==> config.mk <==
export PLATFORM = sky130hd
export DESIGN_NAME = pipeline_control_unit
export DESIGN_NICKNAME = d
export VERILOG_FILES = /design/src/rtl/pipeline_control_unit.sv
export SDC_FILE = /design/constraint.sdc
export NUM_CORES = 1
export LEC_CHECK = 0
export CAP_MARGIN = 20
export CORE_AREA = 2 2 233 235
export CTS_BUF_LIST = sky130_fd_sc_hd__clkbuf_16
export DETAILED_ROUTE_END_ITERATION = 7
export DIE_AREA = 0 0 235 237
export PLACE_DENSITY = 0.54
export SYNTH_ARGS = -nofsm -noshare
export SYNTH_HDL_FRONTEND = slang
export SYNTH_SLANG_ARGS = --single-unit
==> constraint.sdc <==
create_clock -name clk -period 4.81 [get_ports clk]
set_clock_uncertainty 0.2 [all_clocks]
set_input_delay 1.2025 -clock clk [delete_from_list [all_inputs] [get_ports clk]]
set_output_delay 1.2025 -clock clk [all_outputs]
set_load 0.03 [all_outputs]
==> src/rtl/pipeline_control_unit.sv <==
// pipeline_control_unit: NUM_STAGES-deep valid/payload pipeline with stall, bubble and squash control.
// Latency: NUM_STAGES cycles from acceptance to out_valid when nothing holds; one entry per cycle.
// Backpressure: any hold propagates to every upstream stage in the same cycle and drops in_ready.
// Optional feature: define PIPE_PERF_CNT_EN to build the saturating perf_* event counters;
// without it the perf_* outputs are tied to zero and no counter registers exist.
module pipeline_control_unit #(
  parameter int NUM_STAGES   = 5,
  parameter int PAYLOAD_W    = 64,
  parameter int BUBBLE_STAGE = 1
) (
  input  logic                            clk,
  input  logic                            rst,
  input  logic                            in_valid,
  input  logic [PAYLOAD_W-1:0]            in_payload,
  output logic                            in_ready,
  input  logic [NUM_STAGES-1:0]           stall_req,
  input  logic                            hazard_bubble,
  input  logic                            kill_valid,
  input  logic [$clog2(NUM_STAGES)-1:0]   kill_stage,
  output logic [NUM_STAGES-1:0]           stage_valid,
  output logic [NUM_STAGES*PAYLOAD_W-1:0] stage_payload,
  output logic                            out_valid,
  output logic [PAYLOAD_W-1:0]            out_payload,
  output logic [31:0]                     perf_stall,
  output logic [31:0]                     perf_bubble,
  output logic [31:0]                     perf_kill,
  output logic [31:0]                     perf_retire
);

  localparam int KW = $clog2(NUM_STAGES);
  localparam logic [KW-1:0] LAST_IDX = KW'(NUM_STAGES - 1);

  // Stage state: valid is authoritative, payload of an invalid stage is don't-care.
  logic [NUM_STAGES-1:0]                r_vld;
  logic [NUM_STAGES-1:0][PAYLOAD_W-1:0] r_pay;

  logic [NUM_STAGES-1:0]                w_hold;
  logic [NUM_STAGES-1:0]                w_kill_mask;
  logic [NUM_STAGES-1:0]                w_nxt_vld;
  logic [NUM_STAGES-1:0][PAYLOAD_W-1:0] w_nxt_pay;
  logic [KW-1:0]                        w_kill_idx;
  logic                                 w_bubble_evt;

  // Hold chain: a stage holds if it or any downstream stage stalls; a hazard freezes
  // everything below BUBBLE_STAGE. Walking from the tail keeps it a single OR chain.
  always_comb begin : p_hold
    logic acc;
    acc    = 1'b0;
    w_hold = '0;
    for (int i = NUM_STAGES - 1; i >= 0; i--) begin
      acc       = acc | stall_req[i] | (hazard_bubble & (i < BUBBLE_STAGE));
      w_hold[i] = acc;
    end
  end

  // Out-of-range kill indices squash everything upstream of the last stage.
  assign w_kill_idx = (kill_stage > LAST_IDX) ? LAST_IDX : kill_stage;

  // Squash mask: stages strictly younger than the killing stage lose their entries.
  always_comb begin : p_kill_mask
    w_kill_mask = '0;
    for (int i = 0; i < NUM_STAGES; i++) begin
      w_kill_mask[i] = kill_valid & (KW'(i) < w_kill_idx);
    end
  end

  // Stage 0 takes the new entry unless held; a kill drops the incoming entry.
  assign w_nxt_vld[0] = w_kill_mask[0] ? 1'b0 :
                        w_hold[0]      ? r_vld[0] :
                                         (in_valid & ~kill_valid);
  assign w_nxt_pay[0] = w_hold[0] ? r_pay[0] : in_payload;

  // Stages 1..N-1 take the upstream entry unless held. A held upstream or a squashed
  // upstream entry turns the move into a bubble. Kill wins over hold for squashed stages.
  for (genvar g = 1; g < NUM_STAGES; g++) begin : g_stage
    assign w_nxt_vld[g] = w_kill_mask[g] ? 1'b0 :
                          w_hold[g]      ? r_vld[g] :
                                           (~w_hold[g-1] & r_vld[g-1] & ~w_kill_mask[g-1]);
    assign w_nxt_pay[g] = w_hold[g] ? r_pay[g] : r_pay[g-1];
  end

  // Holds are a contiguous prefix, so at most one released-after-held boundary exists.
  assign w_bubble_evt = |(w_hold[NUM_STAGES-2:0] & ~w_hold[NUM_STAGES-1:1]);

  // Stage registers; reset dominates every other input.
  always_ff @(posedge clk) begin
    if (!rst) begin
      r_vld <= '0;
      r_pay <= '0;
    end else begin
      r_vld <= w_nxt_vld;
      r_pay <= w_nxt_pay;
    end
  end

  assign in_ready      = rst & ~w_hold[0] & ~kill_valid;
  assign stage_valid   = r_vld;
  assign stage_payload = r_pay;
  assign out_valid     = r_vld[NUM_STAGES-1] & ~stall_req[NUM_STAGES-1];
  assign out_payload   = r_pay[NUM_STAGES-1];

`ifdef PIPE_PERF_CNT_EN
  logic [31:0] r_perf_stall;
  logic [31:0] r_perf_bubble;
  logic [31:0] r_perf_kill;
  logic [31:0] r_perf_retire;

  // Saturating event counters, one increment per qualifying cycle.
  always_ff @(posedge clk) begin
    if (!rst) begin
      r_perf_stall  <= '0;
      r_perf_bubble <= '0;
      r_perf_kill   <= '0;
      r_perf_retire <= '0;
    end else begin
      if ((|stall_req) && (r_perf_stall != 32'hFFFF_FFFF)) begin
        r_perf_stall <= r_perf_stall + 32'd1;
      end
      if (w_bubble_evt && (r_perf_bubble != 32'hFFFF_FFFF)) begin
        r_perf_bubble <= r_perf_bubble + 32'd1;
      end
      if (kill_valid && (r_perf_kill != 32'hFFFF_FFFF)) begin
        r_perf_kill <= r_perf_kill + 32'd1;
      end
      if (out_valid && (r_perf_retire != 32'hFFFF_FFFF)) begin
        r_perf_retire <= r_perf_retire + 32'd1;
      end
    end
  end

  assign perf_stall  = r_perf_stall;
  assign perf_bubble = r_perf_bubble;
  assign perf_kill   = r_perf_kill;
  assign perf_retire = r_perf_retire;
`else
  // Counters not built: outputs are constant zero.
  assign perf_stall  = 32'd0;
  assign perf_bubble = 32'd0;
  assign perf_kill   = 32'd0;
  assign perf_retire = 32'd0;
  logic w_unused;
  assign w_unused = w_bubble_evt;
`endif

endmodule

==> results of run 1 <==
-- report_power, final --
part	switching [µW]	internal (µW)	total [µW]
clock network	1180	1610	2790
registers	4.13	2700	2700
logic	291	123	414
total	1480	4430	5910
-- cells in the final DEF, fill, tap and decap left out, types with 4 or more instances in the layout --
| cell | instances |
|---|---|
| clkbuf_16 | 40 |
| a21boi_1 | 97 |
| a21oi_1 | 5 |
| o21ai_0 | 32 |
| conb_1 | 128 |
| buf_12 | 4 |
| nand2_1 | 391 |
| buf_4 | 13 |
| nand3_1 | 65 |
| clkdlybuf4s50_1 | 464 |
| dfxtp_1 | 325 |
| nor2b_1 | 65 |
| clkinv_1 | 11 |
| a21boi_0 | 159 |
| inv_1 | 13 |
| clkinv_2 | 4 |
| o21ai_1 | 35 |
| mux2i_1 | 64 |
-- stage by stage --
stage	cells	area, µm²	hold WS, ns	setup WS, ns	total power (µW)
finish	2633	19200	0.260	0.812	5910
global route	2633	19200	0.286	0.707	6120
CTS	2631	19200	0.260	0.793	6010
detailed placement	2561	18000	0.255	0.637	3170
global placement	2561	18000	0.249	0.677	3170
floorplan	1689	14200	0.382	1.15	3130
-- Yosys cell counts --
cell type | number | share of area
a21boi_0 | 159 | 0.087
a21boi_1 | 97 | 0.053
a21oi_1 | 5 | 0.0018
and4_1 | 1 | 0.00064
buf_1 | 3 | 0.00082
buf_2 | 35 | 0.013
buf_4 | 192 | 0.11
buf_6 | 5 | 0.0041
clkbuf_1 | 71 | 0.019
conb_1 | 1 | 0.00027
dfxtp_1 | 325 | 0.47
inv_1 | 2 | 0.00055
mux2i_1 | 64 | 0.047
nand2_1 | 391 | 0.11
nand3_1 | 65 | 0.024
nand4_1 | 2 | 0.00091
nand4b_1 | 1 | 0.00064
nor2_1 | 2 | 0.00055
nor2b_1 | 65 | 0.030
nor3_1 | 1 | 0.00036
nor4_4 | 1 | 0.0016
o211ai_1 | 1 | 0.00055
o21ai_0 | 32 | 0.012
o21ai_1 | 35 | 0.013
o31ai_1 | 1 | 0.00055
o41ai_1 | 1 | 0.00064
or2_2 | 2 | 0.00091
or3_1 | 1 | 0.00046
or4_4 | 1 | 0.00082
-- path summary, 6_finish.rpt --
| path | start | end | slack (ns) | cells past startpoint |
|---|---|---|---|---|
| max | stall_req[3] | in_ready | 0.81 | 4 |
| min | stage_payload[20] | stage_payload[84] | 0.26 | 2 |
| min reg2reg | stage_payload[20] | stage_payload[84] | 0.26 | 2 |
| max reg2reg | stage_payload[97] | stage_payload[161] | 3.75 | 2 |
-- layout make-up --
cell class              instances  share of cell area
clock buffers                  40              0.0523
inverters                       2            0.000392
clock inverters                30             0.00980
multi-input cells            1056               0.300
well taps                     696              0.0455
repair buffers                482               0.252
flip-flops and latches        325               0.340
diodes                          2            0.000261
-- logic make-up (layout without fill, tap and decap cells) --
logic type,Yosys count,in the layout
flops,325,325
buf+inv,308,554
mux,64,64
compound gates,331,331
other cells,1,130
simple gates,533,533
-- flip-flops by register name (all words and copies together) (netlist names) --
signal         flops
stage_payload    256
out_payload       64
stage_valid        5
-- worst min-delay path, cell delays in order, from the launching register on --
cell and delay (ns):
dfxtp_1 0.31, nand2_1 0.06, a21boi_1 0.05
-- per-layer routing --
layer	vias up	global-route usage	share of wire
li1	5514	-	-
met5	-	0	0
met3	88	0.0354	0.054
met1	5319	0.217	0.44
met2	334	0.272	0.47
met4	0	0.0621	0.033
==> impl_metrics.ini, run 1 <==
[placed_design]
numPortBuffers = 467
dpl.hpwl_mm = 36.1
place_congestion = 0.825

[cells_and_area]
layout-drive-gt1-share = 0.0382
fillerInstances = 5428
postLayoutCoreUtil = 0.360
nets = 1984
multi_input_area_um2 = 5740
syn_to_final_growth_pct = 39.7
seq_area_um2 = 6510

[worst_hold_path]
hold_class = register to register

[global_routing]
grt_use_total = 0.167
antenna_found_initial = 2
grt_overflow = 0
grt_pass1_wl_mm = 71.2
grt_max_degree = 173
grt_pass1_vias = 10500

[route]
vias = 11300
routed_wl_mm = 49.1
via_per_inst = 4.27
routedWlPerCell_um = 18.6
dr.pass1.iters = 5
ant_nets = 0
drt-initial-drc-count = 567
route.detailed.drc = 0

[flow_run]
drv_cap = 0

[clock_tree]
clk_latency_ns = 0.56
cts_resized = 0
tritoncts.num_buffers = 40
clockBufferDepth = 3
h-tree-depth = 2
clkSinkCount = 325
post_cts_buffers = 0
cts_tree = yes
clockRootBuffer = clkbuf_16
ctsHoldBuffers = 0
clk_pin_slew_ns = 0.05

[yosys]
syn_area_per_cell_um2 = 8.78
synth_mux_area_frac = 0.0467
syn-instance-count = 1562
ys_seq_area_frac = 0.475
yosys_register_bits = 325
synth_top_family_by_area = compound AO/OA/AOI/OAI gates
synth.distinct_cells = 29
synth_warnings = 0
synth_compound_area_frac = 0.168
yosys.area_share.simple = 0.167
synth_area_um2 = 13700
synthAdderAreaFrac = 0
synthXorXnorAreaFrac = 0

[worst_setup_path]
worst_setup_path_end_kind = output port
worstSetupPathType = primary input to output port
critPathMaxStageDelay_ns = 0.59
path_buf_inv = 2
start_kind = primary input
cp_slowest_cell = clkdlybuf4s50_1
crit_required_ns = 3.41
cp_cell_sequence = clkdlybuf4s50_1 -> nor4_4 -> and4_1 -> buf_12
path_max_fanout = 7
path_delay_family = buffers and inverters
worstPathArrival_ns = 2.60

[power]
p_per_area_nw_per_um2 = 308
p_leak_uw = 0.00657
irDropWorstVdd_v = 0.000206

[floorplanning]
start_util = 0.257
die-area_um2 = 55700
die_y_um = 237
rows = 85
num_io_pins = 596
core_um2 = 53300
die_w_um = 235

[timing]
slew_headroom = 0.348
hold_violations = 0
slew_viol_final = 0
fmax_ghz = 0.250
tns_ns = 0
fin_crit_sh = 0.831
setup_violations = 0
fin_crit_ns = 4.00
tightest_slew_ns = 0.978
rsz0062_at_grt = false

[run_status]
status = finished, final reports clean
No activity file was read; power rests on OpenSTA's default activity.
==> run 2, diff against run 1 <==
PLACE_DENSITY = 0.55   (was 0.54)
clock period = 3.6 ns   (was 4.81 ns; I/O delays follow)
==> run 2 against run 1 <==
  * Routed wire length is 0.10% lower
  * Non-clock buffer count is 4 higher
  * Register-to-register slack worse by 1.2 ns
  * Combinational power is 35% higher
==> impl_metrics.ini, run 2 (synthesis results as in run 1) <==
[route]
dr.pass1.iters = 4
route.detailed.drc = 0
ant_nets = 0
drt-initial-drc-count = 559
routed_wl_mm = 49.0
vias = 11200
via_per_inst = 4.25
routedWlPerCell_um = 18.6

[clock_tree]
cts_tree = yes
post_cts_buffers = 0
tritoncts.num_buffers = 40
clk_latency_ns = 0.55
clockBufferDepth = 3
clkSinkCount = 325
h-tree-depth = 2
cts_resized = 0
ctsHoldBuffers = 0
clockRootBuffer = clkbuf_16
clk_pin_slew_ns = 0.06

[power]
p_leak_uw = 0.00662
p_per_area_nw_per_um2 = 417
irDropWorstVdd_v = 0.000289

[global_routing]
grt_pass1_vias = 10600
grt_use_total = 0.167
antenna_found_initial = 4
grt_overflow = 0
grt_pass1_wl_mm = 70.8
grt_max_degree = 126

[worst_hold_path]
hold_class = register to register

[floorplanning]
num_io_pins = 596
die_y_um = 237
core_um2 = 53300
die-area_um2 = 55700
rows = 85
die_w_um = 235
start_util = 0.257

[timing]
fin_hold_ws_ns = 0.261
slew_viol_final = 0
slew_headroom = 0.303
fin_crit_ns = 3.48
setup_violations = 0
tightest_slew_ns = 1.05
rsz0062_at_grt = false
fmax_ghz = 0.287
hold_violations = 0
fin_crit_sh = 0.967
tns_ns = 0

[cells_and_area]
multi_input_area_um2 = 5740
nets = 1988
fillerInstances = 5423
layout_common_cells = 464 x clkdlybuf4s50_1, 391 x nand2_1, 325 x dfxtp_1
layout-drive-gt1-share = 0.0417
seq_area_um2 = 6510
syn_to_final_growth_pct = 40.6
final_common_cell = clkdlybuf4s50_1
largest_reg_flops = 256

[worst_setup_path]
critPathMaxStageDelay_ns = 0.52
cp_cell_sequence = clkdlybuf4s50_1 -> nor4_4 -> and4_1 -> buf_12
path_buf_inv = 2
worstSetupPathType = primary input to output port
path_max_fanout = 2
worstPathArrival_ns = 2.38
cp_slowest_cell = clkdlybuf4s50_1
worst_setup_path_end_kind = output port
crit_required_ns = 2.50
path_delay_family = simple AND/OR/NAND/NOR gates
start_kind = primary input

[run_status]
status = finished, final reports clean

[flow_run]
drv_cap = 0

[placed_design]
place_congestion = 0.788
numPortBuffers = 467
dpl.hpwl_mm = 35.6
## run 2: cell types whose count changed in the layout (fill, tap and decap cells not counted), sizes merged
cell	delta
clkbuf	+2
diode	+1
inv	-2
clkinv	+3
buf	+4
## run 2: area by class of cell
class | instances | area share
multi-input combinational | 1056 | 0.298
tap | 696 | 0.0452
clock buffer | 42 | 0.0545
inverter | 2 | 0.000390
antenna | 3 | 0.000390
sequential | 325 | 0.338
clock inverter | 31 | 0.0102
timing repair buffer | 486 | 0.254
## run 2: power by group
part | leakage [µW] | internal, µW | switching (µW)
Combinational | 0.00336 | 167 | 392
Sequential | 0.00262 | 3600 | 6.41
Clock | 0.000645 | 2250 | 1610
## run 2: worst paths after layout
check / from / endpoint / slack, ns / cells past startpoint
min reg2reg: stage_payload[17] / stage_payload[81] / 0.26 / 2
min: stage_payload[17] / stage_payload[81] / 0.26 / 2
max: stall_req[3] / in_ready / 0.12 / 4
max reg2reg: stage_payload[114] / stage_payload[178] / 2.52 / 2
## run 2: layer usage
| layer | global-route usage | vias to the layer above | wire (µm) |
|---|---|---|---|
| met5 | 0 | - | 27 |
| met4 | 0.0591 | 4 | 1530 |
| met3 | 0.0361 | 83 | 2500 |
| met2 | 0.266 | 317 | 22800 |
| met1 | 0.222 | 5307 | 22200 |
| li1 | - | 5519 | - |
## run 2: stage by stage
stage,util,instance area [µm²],total power (µW),std cells,setup slack (ns)
floorplan,-,14200,4180,1689,0.548
detailed placement,0.338,18000,4250,2565,0.128
CTS,0.362,19300,8170,2638,0.119
finish,0.362,19300,8030,2641,0.119
global placement,0.338,18000,4250,2565,0.107
global route,0.362,19300,8330,2640,0.0631
## run 2: worst min-delay path, stage by stage (launching register included)
cell,delay (ns)
dfxtp_1,0.31
nand2_1,0.05
a21boi_1,0.05
==> patch 1 (config.mk and constraints of run 2) <==
Set the parameter `NUM_STAGES` to 4 (it was 5).
--- a/src/rtl/pipeline_control_unit.sv
+++ b/src/rtl/pipeline_control_unit.sv
@@ -4,7 +4,7 @@
 // Optional feature: define PIPE_PERF_CNT_EN to build the saturating perf_* event counters;
 // without it the perf_* outputs are tied to zero and no counter registers exist.
 module pipeline_control_unit #(
-  parameter int NUM_STAGES   = 5,
+  parameter int NUM_STAGES   = 4,
   parameter int PAYLOAD_W    = 64,
   parameter int BUBBLE_STAGE = 1
 ) (
Ports: changed (resized kill_stage, stage_payload, stage_valid and stall_req); port bits go from 596 to 529. No check against the original RTL was run, so the function may have changed too.
==> patch 1 against run 2 <==
Setup slack worse by 0.029 ns. Design area down 17%. Wire length fell by 29%. Total power is 22% lower. First-iteration DRC count decreased by 49%. Combinational power shrank 3%. Area after synthesis down 18%. Sequential cell count decreased by 65. Count of clock-buffer cells in the layout shrank 11. Non-clock buffer count is 70 lower.
==> patch 1: results (changes against run 2) <==
outcome -> finished clean (unchanged)
Final Non-Filler Cells -> 2,285 (was 2,641)
commonest cells in the netlist -> nand2_1 (387), dfxtp_1 (260), buf_4 (193) (was nand2_1 (391), dfxtp_1 (325), buf_4 (192))
Vias/cell -> 3.84 (was 4.25)
Layout Nets -> 1,639 (was 1,988)
Root Driver -> clkbuf_16 (unchanged)
critical path peak fanout -> 2 (unchanged)
count of cell types in the netlist -> 28 (was 29)
final hold violation count -> 0 (unchanged)
dpl hpwl -> 24,900 µm (was 35,600 µm)
mux cell area share after synthesis -> 0.115 (was 0.0467)
xor/xnor share of the synthesized area -> 0 (unchanged)
WP data arrival -> 2.41 ns (was 2.38 ns)
DR WL/cell -> 15.3 µm (was 18.6 µm)
first-pass GRT wire length -> 52,100 µm (was 70,800 µm)
worst-case clock buffer depth -> 3 (unchanged)
sequential area share after synthesis -> 0.463 (was 0.475)
Top FF cell, synth -> dfxtp_1 (unchanged)
Clock Latency Late Sink -> 0.59 ns (was 0.55 ns)
largest net degree at the start of global routing -> 169 (was 126)
Largest register FFs -> 192 (was 256)
Synth Area in Compound Gates -> 0.0875 (was 0.168)
VDD IR max -> 0.281 mV (was 0.289 mV)
Placed Instance Area -> 15,000 µm² (was 18,000 µm²)
Post-Syn Instances -> 1,258 (was 1,562)
worst min path class -> register to register (unchanged)
clock buffer count from CTS -> 31 (was 40)
gr usage total -> 0.118 (was 0.167)
IO buf count -> 400 (was 467)
DP Cell Count -> 2,227 (was 2,565)
Routability Congestion -> 0.741 (was 0.788)
Synth async-reset ratio -> 0 (unchanged)
Syn. warnings -> 0 (unchanged)
starting DRC count in detailed routing -> 287 (was 559)
Post CTS Setup Buffer Count -> 0 (unchanged)
top post-synthesis cells by area -> dfxtp_1 (46%), nand2_1 (13%), buf_4 (13%) (was dfxtp_1 (47%), nand2_1 (11%), buf_4 (11%))
share of layout cells above drive strength 1 -> 0.0416 (was 0.0417)
number of global-route vias before repair -> 8,377 (was 10,600)
Leakage -> 5.62 nW (was 6.62 nW)
number of buffers added to fix hold violations after cts -> 0 (unchanged)
Slew HR -> 0.407 (was 0.303)
Adder-Cell Fraction of Synth Area -> 0 (unchanged)
H-tree depth -> 1 (was 2)
initial antenna violation count -> 4 (unchanged)
post_cts resized -> 0 (unchanged)
clock transition at the registers of the reported paths -> 0.06 ns (about the same)
total iterations of the first detailed-routing run -> 4 (unchanged)
## patch 1: logic make-up after synthesis
family / Yosys count
compound gates: 132
mux: 129
simple gates: 465
other cells: 1
flops: 260
buf+inv: 271
## patch 1: metrics by stage
step           worst slack [ns]  utilization
6_report                 0.0905        0.299
5_1_grt                  0.0323        0.299
4_1_cts                  0.0760        0.299
3_5_place_dp             0.0845        0.282
3_3_place_gp             0.0701        0.282
2_1_floorplan             0.252            -
## patch 1: power breakdown
part	switching [mW]	total [mW]	internal, mW
Combinational	0.374	0.541	0.167
Clock	1.27	2.82	1.55
Sequential	0.00965	2.90	2.89
Total	1.66	6.26	4.61
## patch 1: worst paths after layout
check / endpoint / from / cells after the start / slack [ns]
max: in_ready / stall_req[1] / 5 / 0.09
min: stage_payload[86] / stage_payload[22] / 2 / 0.27
min reg2reg: stage_payload[86] / stage_payload[22] / 2 / 0.27
max reg2reg: out_payload[63] / out_payload[63] / 2 / 2.54
## patch 1: final cells by class
| class | instances | area, µm² |
|---|---|---|
| Inverter | 1 | 3.75 |
| Antenna cell | 1 | 2.50 |
| Sequential cell | 260 | 5200 |
| Multi-Input combinational cell | 854 | 4740 |
| Fill cell | 5564 | 37400 |
| Clock inverter | 26 | 129 |
| Tap cell | 696 | 871 |
| Clock buffer | 31 | 776 |
| Timing Repair Buffer | 416 | 4200 |
## patch 1: critical path, stage by stage
cell	delay, ns
clkdlybuf4s50_1	0.42
or3_4	0.37
or3_1	0.36
nor3b_2	0.19
buf_4	0.18
## patch 1: routing by layer
layer / part of all wire / vias to the layer above / wire [µm] / GRT usage
met2: 0.49 / 265 / 17300 / 0.206
met3: 0.059 / 41 / 2060 / 0.0263
met5: 0.00060 / - / 21 / 0
met4: 0.020 / 4 / 702 / 0.0332
met1: 0.43 / 4123 / 14900 / 0.145
li1: - / 4336 / - / -
==> patch 2 (flow settings as in run 2) <==
Without the edit above. Build with the macro `PIPE_PERF_CNT_EN` defined.
--- a/src/rtl/pipeline_control_unit.sv
+++ b/src/rtl/pipeline_control_unit.sv
@@ -3,6 +3,8 @@
 // Backpressure: any hold propagates to every upstream stage in the same cycle and drops in_ready.
 // Optional feature: define PIPE_PERF_CNT_EN to build the saturating perf_* event counters;
 // without it the perf_* outputs are tied to zero and no counter registers exist.
+`define PIPE_PERF_CNT_EN
+
 module pipeline_control_unit #(
   parameter int NUM_STAGES   = 5,
   parameter int PAYLOAD_W    = 64,
Function: changed (Yosys sat finds a counterexample within 4 cycles, from zero or initial values and one cycle with rst low).
==> patch 2 against run 2 <==
Sequential share of layout area up 1.2 points. Area after synthesis up 33%. Setup slack better by 0.091 ns. Cell count up 30%. Design area up 35%. Total power up 29%. Sequential cell count up 128. Wire length up 38%. Largest power group is now sequential cells. Highest routed layer is now met4.
==> patch 2: results (changes against run 2) <==
gr usage total -> 0.232 (was 0.167)
Logic pwr share -> 0.041 (was 0.070)
internal cell power -> 7.95 mW (was 6.02 mW)
dpl hpwl -> 48,300 µm (was 35,600 µm)
clock buffer count from CTS -> 50 (was 40)
count of cell types in the netlist -> 61 (was 29)
initial antenna violation count -> 2 (was 4)
top post-synthesis cells by area -> dfxtp_1 (50%), nand2_1 (12%), a21oi_1 (9.2%) (was dfxtp_1 (47%), nand2_1 (11%), buf_4 (11%))
commonest cells in the netlist -> nand2_1 (599), dfxtp_1 (453), a21oi_1 (336) (was nand2_1 (391), dfxtp_1 (325), buf_4 (192))
met2 wire len -> 34,000 µm (was 22,800 µm)
Leakage -> 8.61 nW (was 6.62 nW)
sequential area share after synthesis -> 0.499 (was 0.475)
Worst-Margin Slew -> 1.00 ns (was 1.05 ns)
mux cell area share after synthesis -> 0.0457 (was 0.0467)
via count -> 17,400 (was 11,200)
DR WL/cell -> 19.8 µm (was 18.6 µm)
M1 WL -> 28,500 µm (was 22,200 µm)
Final Instance Area -> 25,900 µm² (was 19,300 µm²)
Placed Instance Area -> 24,400 µm² (was 18,000 µm²)
xor/xnor share of the synthesized area -> 0.00722 (was 0)
WP data arrival -> 2.29 ns (was 2.38 ns)
first-pass GRT wire length -> 102,000 µm (was 70,800 µm)
VDD IR max -> 0.320 mV (was 0.289 mV)
largest net degree at the start of global routing -> 185 (was 126)
top layer in use -> met4 (was met5)
outcome -> finished clean (unchanged)
==> patch 2: power groups by stage <==
stage               registers (mW)  logic [mW]  clock network (mW)
finish                        5.04       0.422                4.91
global route                  5.04       0.449                5.23
CTS                           5.04       0.426                5.03
detailed placement            5.15       0.425                   0
global placement              5.15       0.424                   0
floorplan                     5.17       0.186                   0
==> patch 2: path summary, 6_finish.rpt <==
path / from / to / slack, ns / cells after the start
setup / recovery: stall_req[3] / in_ready / 0.21 / 5
hold / removal: stage_payload[91] / stage_payload[155] / 0.27 / 2
setup reg to reg: perf_stall[8] / perf_stall[31] / 0.87 / 5
hold reg to reg: stage_payload[91] / stage_payload[155] / 0.27 / 2
==> patch 2: final cells by class <==
class,count,area share
flip-flops and latches,453,0.350
multi-input cells,1533,0.311
repair buffers,632,0.243
clock buffers,51,0.0492
well taps,696,0.0336
clock inverters,41,0.0107
inverters,17,0.00275
diodes,2,0.000193
==> patch 2: logic make-up after synthesis <==
group	Yosys count
DFF	453
adders and majority gates	4
xor gates and xnor gates	15
muxes	83
AOI/OAI and AO/OA	471
and+or+nand+nor	960
buffers and inverters	212
==> patch 2: critical path, cell delays in order <==
cell             delay, ns
clkdlybuf4s50_1       0.49
nor4_4                0.35
nand2_4               0.07
nor3_1                0.25
buf_4                 0.22
==> patch 2: per-layer routing <==
layer / GRT usage / up-vias
met5: 0 / -
met3: 0.0470 / 77
met2: 0.406 / 465
li1: - / 8498
met4: 0.0625 / 0
met1: 0.291 / 8391
==> patch 2: per-stage QoR <==
step | setup WS, ns | cells | power [mW]
after global routing | 0.130 | 3424 | 10.7
after CTS | 0.162 | 3423 | 10.5
after detailed placement | 0.163 | 3331 | 5.58
final | 0.211 | 3425 | 10.4
after global placement | 0.174 | 3331 | 5.58
after floorplan | 0.129 | 2198 | 5.36
